===== src/rtl/gcd_pkg.sv =====
// -----------------------------------------------------------------------------
// gcd_pkg
// Shared definitions for the GCD operand driver and its timeout counter:
//   - state_t    : driver FSM state encoding
//   - GCD_W_DEF  : default operand/result width
//   - GCD_TMO_DEF: default number of WAIT cycles before a job is aborted
// No ports (package).
// -----------------------------------------------------------------------------
package gcd_pkg;

    localparam int GCD_W_DEF   = 16;
    localparam int GCD_TMO_DEF = 1024;

    typedef enum logic [2:0] {
        IDLE   = 3'd0,
        CLEAR  = 3'd1,
        LOAD_A = 3'd2,
        LOAD_B = 3'd3,
        WAIT   = 3'd4,
        RESP   = 3'd5
    } state_t;

endpackage


===== src/rtl/gcd_timeout_counter.sv =====
// -----------------------------------------------------------------------------
// gcd_timeout_counter
// Counts cycles while enabled and flags when the job has been waiting for
// TIMEOUT_CYC cycles. The count saturates at its last value and never wraps,
// so a stuck enable can never re-arm the flag by rolling over.
// Ports:
//   clk      in  rising-edge clock
//   rst_n    in  asynchronous active-low reset
//   clr      in  synchronous clear back to zero (wins over en)
//   en       in  count enable
//   expired  out high while the count sits at TIMEOUT_CYC-1
// -----------------------------------------------------------------------------
module gcd_timeout_counter
    import gcd_pkg::*;
#(
    parameter int TIMEOUT_CYC = GCD_TMO_DEF
) (
    input  logic clk,
    input  logic rst_n,
    input  logic clr,
    input  logic en,
    output logic expired
);

    localparam int CNT_W = (TIMEOUT_CYC > 1) ? $clog2(TIMEOUT_CYC) : 1;
    localparam logic [CNT_W-1:0] CNT_LAST = CNT_W'(TIMEOUT_CYC - 1);

    logic [CNT_W-1:0] cnt;

    // Saturating increment: holds at CNT_LAST instead of wrapping to zero.
    function automatic logic [CNT_W-1:0] sat_inc(input logic [CNT_W-1:0] v);
        return (v == CNT_LAST) ? v : v + CNT_W'(1);
    endfunction

    always_ff @(posedge clk or negedge rst_n) begin
        if (!rst_n) begin
            cnt <= '0;
        end else if (clr) begin
            cnt <= '0;
        end else if (en) begin
            cnt <= sat_inc(cnt);
        end
    end

    assign expired = (cnt == CNT_LAST);

endmodule


===== src/rtl/gcd_operand_driver.sv =====
// -----------------------------------------------------------------------------
// gcd_operand_driver
// Host-side driver for the GCD engine. Accepts an operand pair, clears the
// engine, loads A (with the start strobe) then B over the shared load bus,
// waits for done, and presents the result until the consumer takes it.
// Zero operands are answered locally without touching the engine; a job that
// waits TIMEOUT_CYC cycles is aborted with an error and the engine is cleared.
// Ports:
//   clk, rst_n            clock / asynchronous active-low reset
//   op_valid, op_ready    operand handshake (op_ready high only in IDLE)
//   op_a, op_b            operand pair, registered on acceptance
//   eng_clr               one-cycle engine clear pulse
//   eng_data              shared load bus (zero outside LOAD_A/LOAD_B)
//   eng_start             start strobe, high together with operand A
//   eng_done, eng_result  engine completion level and result
//   res_valid, res_ready  result handshake
//   res_data, res_err     result value and error flag (0,0 operands or timeout)
//   busy                  high in any state other than IDLE
// -----------------------------------------------------------------------------
module gcd_operand_driver
    import gcd_pkg::*;
#(
    parameter int W           = GCD_W_DEF,
    parameter int TIMEOUT_CYC = GCD_TMO_DEF
) (
    input  logic         clk,
    input  logic         rst_n,
    input  logic         op_valid,
    output logic         op_ready,
    input  logic [W-1:0] op_a,
    input  logic [W-1:0] op_b,
    output logic         eng_clr,
    output logic [W-1:0] eng_data,
    output logic         eng_start,
    input  logic         eng_done,
    input  logic [W-1:0] eng_result,
    output logic         res_valid,
    input  logic         res_ready,
    output logic [W-1:0] res_data,
    output logic         res_err,
    output logic         busy
);

    state_t       state;
    logic [W-1:0] a_q;
    logic [W-1:0] b_q;
    logic         tmo_expired;

    // gcd(x,0) = gcd(0,x) = x; gcd(0,0) yields 0 and is flagged separately.
    function automatic logic [W-1:0] bypass_result(input logic [W-1:0] a,
                                                   input logic [W-1:0] b);
        return (a == '0) ? b : a;
    endfunction

    // The counter is held at zero everywhere except WAIT, so it is always
    // fresh when LOAD_B hands over to WAIT.
    gcd_timeout_counter #(
        .TIMEOUT_CYC (TIMEOUT_CYC)
    ) u_tmo (
        .clk     (clk),
        .rst_n   (rst_n),
        .clr     (state != WAIT),
        .en      (state == WAIT),
        .expired (tmo_expired)
    );

    assign op_ready = (state == IDLE);
    assign busy     = (state != IDLE);

    always_ff @(posedge clk or negedge rst_n) begin
        if (!rst_n) begin
            state     <= IDLE;
            a_q       <= '0;
            b_q       <= '0;
            eng_clr   <= 1'b0;
            eng_start <= 1'b0;
            eng_data  <= '0;
            res_valid <= 1'b0;
            res_data  <= '0;
            res_err   <= 1'b0;
        end else begin
            // Engine strobes are single-cycle and the bus idles at zero;
            // each state below re-asserts only what the next state shows.
            eng_clr   <= 1'b0;
            eng_start <= 1'b0;
            eng_data  <= '0;

            case (state)
                IDLE: begin
                    if (op_valid) begin
                        a_q <= op_a;
                        b_q <= op_b;
                        if (op_a == '0 || op_b == '0) begin
                            state     <= RESP;
                            res_valid <= 1'b1;
                            res_data  <= bypass_result(op_a, op_b);
                            res_err   <= (op_a == '0) && (op_b == '0);
                        end else begin
                            state   <= CLEAR;
                            eng_clr <= 1'b1;
                        end
                    end
                end

                CLEAR: begin
                    state     <= LOAD_A;
                    eng_data  <= a_q;
                    eng_start <= 1'b1;
                end

                LOAD_A: begin
                    state    <= LOAD_B;
                    eng_data <= b_q;
                end

                LOAD_B: begin
                    state <= WAIT;
                end

                WAIT: begin
                    // done is checked first so it wins over a same-cycle timeout.
                    if (eng_done) begin
                        state     <= RESP;
                        res_valid <= 1'b1;
                        res_data  <= eng_result;
                        res_err   <= 1'b0;
                    end else if (tmo_expired) begin
                        state     <= RESP;
                        res_valid <= 1'b1;
                        res_data  <= '0;
                        res_err   <= 1'b1;
                        eng_clr   <= 1'b1;
                    end
                end

                RESP: begin
                    if (res_ready) begin
                        state     <= IDLE;
                        res_valid <= 1'b0;
                    end
                end

                default: begin
                    state <= IDLE;
                end
            endcase
        end
    end

endmodule

===== config.mk =====
export PLATFORM = sky130hd
export DESIGN_NAME = gcd_operand_driver
export DESIGN_NICKNAME = d
export VERILOG_FILES = /design/src/rtl/gcd_pkg.sv /design/src/rtl/gcd_timeout_counter.sv /design/src/rtl/gcd_operand_driver.sv
export SDC_FILE = /design/constraint.sdc
export NUM_CORES = 1
export LEC_CHECK = 0
export ABC_AREA = 1
export CAP_MARGIN = 20
export CORE_MARGIN = 4
export CORE_UTILIZATION = 35
export CTS_CLUSTER_DIAMETER = 200
export CTS_CLUSTER_SIZE = 25
export DETAILED_ROUTE_END_ITERATION = 7
export GPL_ROUTABILITY_DRIVEN = 0
export PLACE_DENSITY = 0.66
export RECOVER_POWER = 50
export SYNTH_ARGS = -nofsm -noshare
export SYNTH_HDL_FRONTEND = slang
export SYNTH_HIERARCHICAL = 1
export SYNTH_SLANG_ARGS = --single-unit

===== constraint.sdc =====
create_clock -name clk -period 3.5 [get_ports clk]
set_input_delay 0.7 -clock clk [delete_from_list [all_inputs] [get_ports clk]]
set_output_delay 0.7 -clock clk [all_outputs]
set_load 0.005 [all_outputs]

---- Yosys cells after proc, flatten, opt, wreduce, memory -nomap -nowiden ----
Index checks and enable logic that the tools add are counted.
word-level totals
  register bits ........................... 81
  bits of input ports ..................... 53
cells by class
  $add $sub $neg .......................... 1
  eq/ne operators ......................... 12
  muxes and demuxes ....................... 32
  reductions and logical operators ........ 14
operators by type and width
  operator                 number
  $mux W16                 5
  $pmux W16 S2             2
  $logic_not A16 Y1        2
  $mux W10                 3
  $pmux W3 S6              1
  $mux W3                  5
  $mux W1                  13
  $add A10 B1 Y10 const B  1
  $eq A10 B10 Y1 const B   1
  $eq A3 B2 Y1 const B     2
  $eq A3 B3 Y1 const B     2
  $ne A3 B3 Y1 const B     2
  $reduce_bool A3 Y1       2
  $reduce_and A5 Y1        1
  $ne A2 B1 Y1 const B     2
  $ne A2 B2 Y1 const B     2
  $pmux W1 S2              2
  $reduce_and A2 Y1        2
  $reduce_and A4 Y1        1
  $reduce_bool A2 Y1       2
  $eq A3 B1 Y1 const B     1
  $logic_not A3 Y1         1
  $pmux W1 S3              1
  $reduce_and A3 Y1        1
  2 further kinds          2

---- Longest topological paths before layout ----
  depth after elaboration ................. 5
  mapped depth ............................ 12

---- Modules after synthesis ----
The synthesis kept the hierarchy.
modules (own cells, without submodules)
  module               times used  cells an instance  area an instance (µm²)  sequential area each (µm²)
  gcd_operand_driver   1           440                3412.0                  1776.7
  gcd_timeout_counter  1           101                701.9                   250.2

---- Least setup slack after synthesis ----
Ideal clock, no wire load.
  path type ............................... input to register
  from .................................... input port op_a[3]
  to ...................................... register res_data[10]
  library setup time ...................... 0.116 ns
  arrival time ............................ 1.641 ns
  data required time ...................... 3.384 ns
  slack ................................... 1.743 ns
  cell stages on the path ................. 9
  cells stage by stage .................... nor2_1 nand2_1 nor2_4 nand2_2 nand3_2 nand2_4 buf_2 nand2_1 nand2_1
on the way
  word-level cells in the longest chain between the ends .. 5
ends and longest elaborated chain
  element               RTL line                                            text
  from (decl)           gcd_operand_driver.sv:30                            input logic [W-1:0] op_a,
  $logic_not A16 Y1 *   gcd_operand_driver.sv:52, gcd_operand_driver.sv:93
  $mux W16              gcd_operand_driver.sv:52                            return (a == '0) ? b : a;
  $mux W16              gcd_operand_driver.sv:93                            if (op_a == '0 || op_b == '0) begin
  $mux W16              gcd_operand_driver.sv:90                            if (op_valid) begin
  $pmux W16 S2          gcd_operand_driver.sv:88                            case (state)
  to (signal assigned)  gcd_operand_driver.sv:96                            res_data <= bypass_result(op_a, op_b);
  to (signal assigned)  gcd_operand_driver.sv:125                           res_data <= eng_result;
  to (decl)             gcd_operand_driver.sv:39                            output logic [W-1:0] res_data,
Every way passes the cells marked *; elsewhere a longest branch is shown, timed or not. The select of a mux whose other input is x is not followed.
A chain may end at the register's enable or synchronous reset.

==> results_dict.tcl <==
set metrics [dict create \
    synth-xor-area-share_pct 0.2129 \
    initial_core_util_pct 35.88 \
    synthesis.nets 595 \
    synth_top_family_by_area "simple AND/OR/NAND/NOR gates" \
    slew_headroom_pct -10.99 \
    setup_viol 0 \
    synth_edf_count 0 \
    wl_per_cell_um 14.10 \
    clock_path_buffers 2 \
    slowest_stage "clkbuf_2" \
    synthSimpleGateAreaFrac_pct 33.12 \
    min_path_type "in -> async" \
    max_stage_delay_ns 1.32 \
    nets 682 \
    status "finished, violations left" \
    vias 3750 \
    synthAdderAreaFrac_pct 0.3041 \
    grt_first_pass_wirelength_mm 17.94 \
    ff_latch_area_um2 2027 \
    vdd_ir_drop_max_mv 0.3298 \
    synth-main-ff-cell "dfrtp_1" \
    grt_antenna_before_repair 0 \
    worstPathMaxFanout 69 \
    dieWidth_um 116.4 \
    path_buf_inv 2 \
    vias_per_cell 4.832 \
    cts.sinks 81 \
    synth_top_area_share_pct 49.27 \
    path_cells "clkbuf_1, clkbuf_2" \
    synthTopCellsByArea "dfrtp_1, nand2_1, nand3_1" \
    antenna_left 0 \
    grt-ovfl-total 0 \
    fin_crit_sh_pct 68.54 \
    grt_pass1_vias 3685 \
    synth_warnings 6 \
    numCtsBuffers 9 \
    power.density_nw_per_um2 700.5 \
    yosysMostFrequentCell "nand2_1" \
    antenna_cells 0 \
    die_h_um 116.4 \
    cts-root-buf "clkbuf_16" \
    ys_ff_latch 81 \
    grt_setup_unrepaired "no" \
    ys_seq_area_share_pct 49.27 \
    syn_area_um2 4114 \
    required_ns 3.63 \
    core_area_um2 11470 \
    die-area_um2 13550 \
    synth_top_cell_by_area "dfrtp_1" \
    fin_cells 776 \
    drt_iter0_markers 245 \
    worstSetupEndpointType "async pin" \
    portBuffers 90 \
    multiInputGateArea_um2 1684 \
    syn_to_final_growth_pct 30.96 \
    ios 91 \
    worst_ep_arrival_time_ns 2.53 \
    routed_wl_mm 10.95 \
    clock_latency_ns 0.33 \
    cts_resized 0 \
    dr.pass1.iters 5 \
    htree_levels 3 \
    violations "capacitance limit, slew limit" \
    synth-async-reset-ratio_pct 100.0 \
    leakage_nw 2.674 \
    placed_area_um2 5120 \
    final_max_slew_viol_count 70 \
    placed_cells 759 \
    timing.fmax_mhz 416.9 \
    post_cts_buffers 0 \
    cts_tree "built" \
    cp-start-kind "primary input" \
    drc 0 \
    p_total_w 0.003774 \
    grt_max_degree 82 \
    synthMuxAreaShare_pct 0 \
    clock_skew_ns 0.006397 \
    synth_common_cells "nand2_1, dfrtp_1, inv_1" \
    tns_ns 0 \
    dp_hpwl_mm 8.132 \
    fillCellCount 1104 \
    drive_gt1_share_pct 6.635 \
    worst_pin_slew_ns 1.665 \
    synthDistinctLibCells 31 \
    fin_hold_ws_ns 0.3568 \
    synth_compound_gate_area_share_pct 7.421 \
    hold_violations 0 \
    post-route-cell-area_um2 5388 \
    crit_type "in -> async" \
    cp_top_family "buffers and inverters" \
    clk_pin_slew_ns 0.07 \
    grt_usage_pct 16.81 \
    drv_cap 1 \
    fin_crit_ns 2.399 \
    postSynthAreaPerCell_um2 7.604 \
    synthCells 541 \
    std_cell_rows 39 \
    cts_hold_buffers 0 \
]
-- per-stage QoR --
step	setup WS, ns	util (%)
2_1_floorplan	1.743	-
3_3_place_gp	1.065	44.65
3_5_place_dp	0.9827	44.65
4_1_cts	1.084	47.09
5_1_grt	0.5897	46.98
6_report	1.101	46.98
-- cell type report --
| class | instances | area share [%] |
|---|---|---|
| clock inverters | 7 | 1.022 |
| clock buffers | 9 | 4.180 |
| multi-input cells | 365 | 31.26 |
| well taps | 143 | 3.321 |
| flip-flops and latches | 81 | 37.62 |
| inverters | 75 | 5.318 |
| repair buffers | 96 | 17.28 |
-- cells by family (layout without fill, tap and decap cells) --
kind of cell,count (synthesis),in the layout
AND/OR/NAND/NOR,305,305
buffers and inverters,95,187
flip-flops,81,81
AO/OA/AOI/OAI,58,58
adder cells (fa/ha/maj),1,1
XOR/XNOR,1,1
-- per-layer routing --
metal  track usage [%]  wire [µm]  vias to the layer above  part of all wire, %
met2             25.59       5007                      125                   46
met1             23.58       5015                     1737                   46
li1                  -          -                     1864                    -
met5                 0          0                        -                    0
met4             7.579        344                        0                  3.1
met3             2.746        577                       24                  5.3
-- placed cells by master, fill, tap and decap left out --
| master | instances |
|---|---|
| buf_4 | 3 |
| clkdlybuf4s50_1 | 89 |
| nand2_2 | 4 |
| nor2_8 | 1 |
| o211ai_1 | 1 |
| clkbuf_1 | 2 |
| nor2_4 | 5 |
| inv_1 | 70 |
| nand4_1 | 4 |
| inv_2 | 3 |
| xor2_1 | 1 |
| nand2_4 | 3 |
| o22ai_1 | 1 |
| nand3b_4 | 1 |
| nor3b_1 | 1 |
| ha_1 | 1 |
| o21ai_1 | 16 |
| clkbuf_2 | 2 |
| o21ai_4 | 1 |
| o21ai_0 | 36 |
| nand3_1 | 67 |
| inv_6 | 2 |
| nand3_2 | 1 |
| nor3_1 | 3 |
| nand2_1 | 179 |
| nor2_1 | 35 |
| inv_4 | 2 |
| clkbuf_16 | 9 |
| clkinvlp_4 | 5 |
| or2_1 | 1 |
| dfrtp_1 | 81 |
| a21oi_1 | 3 |
-- sequential cells by signal, summed over array words and instances (netlist names), 3 cells and up --
name	flops
a_q	16
b_q	16
eng_data	16
res_data	16
state	3
u_tmo/cnt	10
-- report_power, final --
| part | total, W | switching, W | leakage [nW] | internal, W |
|---|---|---|---|---|
| Clock | 0.000877 | 0.000392 | 0.121 | 0.000485 |
| Combinational | 0.00138 | 0.000731 | 1.51 | 0.000654 |
| Sequential | 0.00151 | 0.000199 | 1.05 | 0.00131 |
| Total | 0.00377 | 0.00132 | 2.67 | 0.00245 |
-- worst paths after layout --
check / from / end / slack, ns / cells after the start
max: rst_n / eng_data[11] / 1.10 / 2
min: rst_n / eng_data[1] / 0.36 / 1
max reg2reg: state[1] / eng_clr / 1.27 / 6
min reg2reg: a_q[8] / a_q[8] / 0.48 / 2
max in group clk: state[1] / op_ready / 1.11 / 4
min in group clk: a_q[8] / a_q[8] / 0.48 / 2
Note: power is estimated with default switching activity, not from simulation.
